[src/rtl/tnn_packer_pkg.sv]
// Shared types and constants for the TNN feature packer.
package tnn_packer_pkg;

    typedef logic [1:0] qfeat_t;

    typedef enum logic {
        COLLECT,
        DISCARD
    } state_t;

    localparam int unsigned N_FEAT   = 4;
    localparam logic [1:0]  LAST_IDX = 2'(N_FEAT - 1);

    localparam logic [1:0] CFG_SEL_T0 = 2'd0;
    localparam logic [1:0] CFG_SEL_T1 = 2'd1;
    localparam logic [1:0] CFG_SEL_T2 = 2'd2;

endpackage

[src/rtl/tnn_quantizer.sv]
// Combinational 2-bit quantizer: highest threshold met wins.
module tnn_quantizer
    import tnn_packer_pkg::*;
#(
    parameter int unsigned FEAT_W = 8
) (
    input  logic [FEAT_W-1:0] x,
    input  logic [FEAT_W-1:0] t0,
    input  logic [FEAT_W-1:0] t1,
    input  logic [FEAT_W-1:0] t2,
    output qfeat_t            q
);

    always_comb begin
        q = 2'd0;
        if (x >= t2)      q = 2'd3;
        else if (x >= t1) q = 2'd2;
        else if (x >= t0) q = 2'd1;
    end

endmodule

[src/rtl/tnn_feature_packer.sv]
// Quantizes a raw feature stream and packs four codes per vector with framing checks.
// Runtime-programmable thresholds when TNN_PACKER_THRESH_PROG_EN is defined.
module tnn_feature_packer
    import tnn_packer_pkg::*;
#(
    parameter int unsigned       FEAT_W = 8,
    parameter logic [FEAT_W-1:0] T0     = FEAT_W'(64),
    parameter logic [FEAT_W-1:0] T1     = FEAT_W'(128),
    parameter logic [FEAT_W-1:0] T2     = FEAT_W'(192)
) (
    input  logic              clk,
    input  logic              rst,
    input  logic              in_valid,
    output logic              in_ready,
    input  logic [FEAT_W-1:0] in_data,
    input  logic              in_last,
    output logic              out_valid,
    input  logic              out_ready,
    output logic [1:0]        out_a,
    output logic [1:0]        out_b,
    output logic [1:0]        out_c,
    output logic [1:0]        out_d,
    output logic              out_err,
`ifdef TNN_PACKER_THRESH_PROG_EN
    output logic              err_pulse,
    input  logic              cfg_we,
    input  logic [1:0]        cfg_sel,
    input  logic [FEAT_W-1:0] cfg_data
`else
    output logic              err_pulse
`endif
);

    state_t            state, state_next;
    logic [1:0]        cnt;
    qfeat_t            col_a, col_b, col_c;
    qfeat_t            q;
    logic              accept;
    logic [FEAT_W-1:0] th0, th1, th2;

`ifdef TNN_PACKER_THRESH_PROG_EN
    // A write lands at the clock edge, so an accept in the same cycle still sees the old value.
    always_ff @(posedge clk) begin
        if (rst) begin
            th0 <= T0;
            th1 <= T1;
            th2 <= T2;
        end else if (cfg_we) begin
            case (cfg_sel)
                CFG_SEL_T0: th0 <= cfg_data;
                CFG_SEL_T1: th1 <= cfg_data;
                CFG_SEL_T2: th2 <= cfg_data;
                default: ;
            endcase
        end
    end
`else
    assign th0 = T0;
    assign th1 = T1;
    assign th2 = T2;
`endif

    tnn_quantizer #(.FEAT_W(FEAT_W)) u_quant (
        .x  (in_data),
        .t0 (th0),
        .t1 (th1),
        .t2 (th2),
        .q  (q)
    );

    // Only the 4th feature needs the output register free; drain and load may coincide.
    assign in_ready = (cnt != LAST_IDX) || (state == DISCARD) || !out_valid || out_ready;
    assign accept   = in_valid && in_ready;

    always_ff @(posedge clk) begin
        if (rst) state <= COLLECT;
        else     state <= state_next;
    end

    always_comb begin
        state_next = state;
        if (accept) begin
            case (state)
                COLLECT: if (cnt == LAST_IDX && !in_last) state_next = DISCARD;
                DISCARD: if (in_last) state_next = COLLECT;
                default: state_next = COLLECT;
            endcase
        end
    end

    always_ff @(posedge clk) begin
        if (rst) begin
            cnt       <= '0;
            col_a     <= '0;
            col_b     <= '0;
            col_c     <= '0;
            out_valid <= 1'b0;
            out_a     <= '0;
            out_b     <= '0;
            out_c     <= '0;
            out_d     <= '0;
            out_err   <= 1'b0;
            err_pulse <= 1'b0;
        end else begin
            err_pulse <= 1'b0;
            if (out_valid && out_ready) out_valid <= 1'b0;
            if (accept && state == COLLECT) begin
                if (cnt == LAST_IDX) begin
                    out_valid <= 1'b1;
                    out_a     <= col_a;
                    out_b     <= col_b;
                    out_c     <= col_c;
                    out_d     <= q;
                    out_err   <= !in_last;
                    cnt       <= '0;
                end else if (in_last) begin
                    err_pulse <= 1'b1;
                    cnt       <= '0;
                end else begin
                    case (cnt)
                        2'd0:    col_a <= q;
                        2'd1:    col_b <= q;
                        default: col_c <= q;
                    endcase
                    cnt <= cnt + 2'd1;
                end
            end
        end
    end

endmodule

[config.mk]
export PLATFORM = sky130hd
export DESIGN_NAME = tnn_feature_packer
export DESIGN_NICKNAME = d
export VERILOG_FILES = /design/src/rtl/tnn_packer_pkg.sv /design/src/rtl/tnn_quantizer.sv /design/src/rtl/tnn_feature_packer.sv
export SDC_FILE = /design/constraint.sdc
export NUM_CORES = 1
export LEC_CHECK = 0
export ABC_AREA = 1
export BUFFER_PORTS_ARGS = -buffer_cell sky130_fd_sc_hd__buf_4
export CORE_AREA = 5 5 50 52
export DETAILED_ROUTE_END_ITERATION = 12
export DIE_AREA = 0 0 55 57
export MAX_ROUTING_LAYER = met4
export PLACE_DENSITY_LB_ADDON = 0.15
export SLEW_MARGIN = 20
export SYNTH_ARGS = -nofsm -noshare
export SYNTH_HDL_FRONTEND = slang
export SYNTH_SLANG_ARGS = --single-unit
[constraint.sdc]
create_clock -name clk -period 2.5 [get_ports clk]
set_clock_uncertainty 0.1 [all_clocks]
set_input_delay 0.125 -clock clk [delete_from_list [all_inputs] [get_ports clk]]
set_output_delay 0.125 -clock clk [all_outputs]
set_load 0.02 [all_outputs]
# Word-level counts from Yosys, hierarchy flattened
# Index checks and enable logic that the tools add are counted.
# totals
ff_bits	20
latchBits	0
mem_bits_rw	0
mem_bits_ro	0
in_bits	13
wordCells	52
n_memories	0
# classes
n_addsub	1
n_mul	0
n_div	0
order_cmp	3
eq_ne	3
n_shift	0
mux	12
bitwise	5
reduce_logical	16
# ops
op	count
8-bit greater-or-equal comparator (second input constant)	2
4-bit AND reduction	3
8-bit by 7-bit greater-or-equal comparator with 1-bit output (second input constant)	1
2-bit 2-to-1 mux	4
1-bit 2-to-1 mux	7
1-bit NOT	5
1-bit logical AND	4
1-bit logical OR	3
3-bit OR reduction	1
2-bit by 1-bit adder with 2-bit output (second input constant)	1
2-bit by 1-bit == test with 1-bit output (second input constant)	1
2-bit == test (second input constant)	1
1-bit logical NOT	2
2-bit logical NOT	1
2-bit inequality test (second input constant)	1
1-bit one-hot mux with 2 select lines	1
2-bit AND reduction	1
2-bit OR reduction	1

# Longest topological paths before layout
# depth
ltp_word	8
depth_mapped	8

# Cells and area by module
# Synthesis repeated with hierarchy kept, for this count alone.
# hier_totals
hier_cells	220
hier_area_um2	1559.0
# modules_own_cells
mod	instances	cells_per_inst	area_per_inst_um2
tnn_feature_packer	1	119	913.4
tnn_quantizer	1	101	645.6

# Worst setup path before layout
# No wires, ideal clock.
# synth_timing
path_type	register to register
from	register cnt[0]
to	register state
t_arrival_ns	1.157
path_slack_ns	1.126
path_stages_with_launch	8
n_path_buf	1
cell_sequence	dfxtp_1 ha_1 nand2_4 nor2_4 nor2_8 buf_12 a21oi_1 nor2_1
# synth_via
elab_chain_cells	5
# synth_lines
element	line_no	source
from (decl)	tnn_feature_packer.sv:35	logic [1:0] cnt;
from (signal assigned)	tnn_feature_packer.sv:125	cnt <= cnt + 2'd1;
parallel branches: the longest is 5 deep, another holds 2-bit == test	-	
to (signal assigned)	tnn_feature_packer.sv:77	else state <= state_next;
to (decl)	tnn_feature_packer.sv:34	state_t state, state_next;
# Parallel ways; which one is timed is not known.
# A chain may end at the register's enable or synchronous reset.

# Worst setup path after layout
# layout_timing
from	register cnt[0]
to	output port in_ready
# layout_via
elab_chain_cells	4
# layout_lines
element	line_no	source
2-bit inequality test	tnn_feature_packer.sv:72	assign in_ready = (cnt != LAST_IDX) || (state == DISCARD) || !out_valid || out_ready;
1-bit logical OR (3 in a row)	tnn_feature_packer.sv:72	
to (decl)	tnn_feature_packer.sv:14	output logic in_ready,
# Every way passes these cells.

==> flow_metrics.py <==
metrics = {
    "status": {
        "status": "finished, final reports clean",
    },
    "synthesis": {
        "synth.top_cells.by_count": "nand2_1, dfxtp_1, nor2_1",
        "synth_cells": 123,
        "async_flop_share_pct": 0,
        "ys.flop_type": "dfxtp_1",
        "synth.largest_area_cell": "dfxtp_1",
        "synth_edf_count": 0,
        "synth_cell_type_count": 21,
        "yosysWarnings": 0,
        "synth_most_common_cell": "nand2_1",
        "ys_ff_latch": 20,
        "synth_fp_nets": 140,
        "netlist_area_um2": 1030,
        "yosysSeqAreaShare_pct": 38.9,
        "netlist.area_leader.share_pct": 38.9,
        "synth_area_leaders": "dfxtp_1, nand3_2, nand2_1",
        "synth.avg_cell_area_um2": 8.36,
    },
    "global_route": {
        "busiest_layer": "met2",
        "grt_pass1_wl_um": 3200,
        "antenna_found_initial": 0,
        "grt_pass1_vias": 767,
        "grt_util_met1_pct": 17.2,
        "overflow": 0,
        "grt_usage_pct": 14.3,
        "met3_usage_pct": 2.35,
        "gr-usage-met2_pct": 22.3,
        "grt_max_degree": 17,
    },
    "route": {
        "first_pass_iters": 4,
        "drt_iter0_markers": 11,
        "post-route-drc-count": 0,
        "ant_nets": 0,
        "wl_um": 1880,
        "num_vias": 812,
        "vias_per_cell": 4.72,
        "drt-wirelength-per-cell_um": 10.9,
    },
    "floorplan": {
        "initial_utilization_pct": 49.8,
        "die_area_um2": 3140,
        "fp.dieW_um": 55,
        "coreArea_um2": 2060,
        "rows": 17,
        "boundaryPins": 25,
        "die_height_um": 57,
    },
    "final_layout": {
        "antenna_cells": 0,
        "seqCellArea_um2": 400,
        "stdcell_count": 172,
        "multi_input_area_um2": 533,
        "filler_cell_count": 212,
        "stdcell_area_um2": 1220,
        "num-nets-final": 162,
        "finish.utilization_pct": 59.1,
        "area_growth_pct": 18.6,
        "drive_above_1_share_pct": 35.4,
    },
    "worst_hold_path": {
        "hold_path_class": "in2reg",
        "hold_start": "rst",
    },
    "clocking": {
        "clockRootBuffer": "clkbuf_4",
        "htreeDepth": 1,
        "clk_path_buf_depth": 2,
        "clk-insertion-delay-late_ns": 0.29,
        "cts_sinks": 20,
        "cts_buffers": 3,
        "cts_hold_buf": 2,
        "cts_resized": 0,
        "cts_tree": "yes",
        "post_cts_buffers": 0,
        "path_clk_slew_ns": 0.11,
    },
    "placed_design": {
        "place_area_um2": 1160,
        "gp_congestion": 0.817,
        "dp_cells": 166,
        "port_buffers": 18,
        "dp_hpwl_um": 1390,
    },
    "timing": {
        "rsz0062_at_grt": "false",
        "worst_slew_pin_slew_ns": 0.331,
        "fmax_mhz": 553,
        "setup_viol": 0,
        "maxSlewViolCount": 0,
        "tns_ns": 0,
        "min_period_ns": 1.81,
        "fin_crit_sh_pct": 72.3,
        "max-slew-margin-rel_pct": 77.9,
        "hold_viol_final": 0,
    },
    "setup_path": {
        "crit_path_start_kind": "flop",
        "path_max_fanout": 11,
        "crit_path_frequent_cell": "nand2_4",
        "crit_buf_inv": 2,
        "crit_family": "buffers and inverters",
        "arrival_ns": 1.58,
        "crit-reg2reg-launch": "cnt[0]",
        "required_ns": 2.28,
        "path_class": "reg2out",
        "worstSetupStartpoint": "cnt[0]",
        "slowest_delay_ns": 0.38,
        "crit_slowest_cell": "dfxtp_1",
        "end_kind": "output port",
        "path_cells": "ha_1 -> nand2_4 -> inv_2 -> nand2_4 -> buf_4",
    },
    "job": {
        "cap_violations": 0,
    },
    "power_and_ir_drop": {
        "finalPower_mw": 0.592,
        "peakVddDrop_v": 0.000271,
        "leakage_nw": 0.548,
        "power_density_nw_per_um2": 485,
    },
}
## flip-flops by register name, indices dropped and copies added, names as in the netlist
register and cells:
cnt 2, col_a 2, col_b 2, col_c 2, out_a 2, out_b 2, out_c 2, out_d 2
err_pulse 1, out_err 1, out_valid 1, state 1
## cell families after synthesis
| logic type | count (synthesis) | synth area share (%) |
|---|---|---|
| adder cells (fa/ha/maj) | 4 | 4.87 |
| buffers and inverters | 19 | 9.25 |
| AND/OR/NAND/NOR | 67 | 37.3 |
| flip-flops | 20 | 38.9 |
| AO/OA/AOI/OAI | 13 | 9.61 |
## through the flow
stage,setup slack (ns),hold WS (ns)
floorplan,1.13,0.0874
global placement,0.895,0.281
detailed placement,0.848,0.297
CTS,0.661,0.00526
global route,0.580,0.0105
finish,0.693,0.0134
## power by group
group | internal [mW] | switching (mW)
registers | 0.327 | 0.00548
logic | 0.0282 | 0.0464
clock network | 0.0887 | 0.0958
total | 0.444 | 0.148
## cells in the final DEF (no fill, tap or decap), drive strengths merged, types with 4 or more instances in the layout
cell type and n:
clkbuf 4, nand3 11, a21oi 12, ha 4, dfxtp 20, nand4 5
nand2 29, buf 18, inv 16, nor2 21
## layout make-up
cell class                      count  area share (%)
Tap cell                           28            2.87
Inverter                           16            4.92
Timing Repair Buffer               20            12.7
Clock buffer                        4            2.97
Sequential cell                    20            32.8
Multi-Input combinational cell     84            43.7
## routing by layer
metal	up-vias	wire (um)
li1	429	-
met1	368	835
met5	-	0
met4	0	36
met3	4	68
met2	11	943
## worst paths after layout
path              end  slack [ns]  cells past startpoint
max          in_ready        0.69                      5
min          out_a[0]        0.01                      2
max reg2reg  col_a[0]        0.84                      8
min reg2reg  out_a[0]        0.37                      2
(Power assumes the default switching activity.)
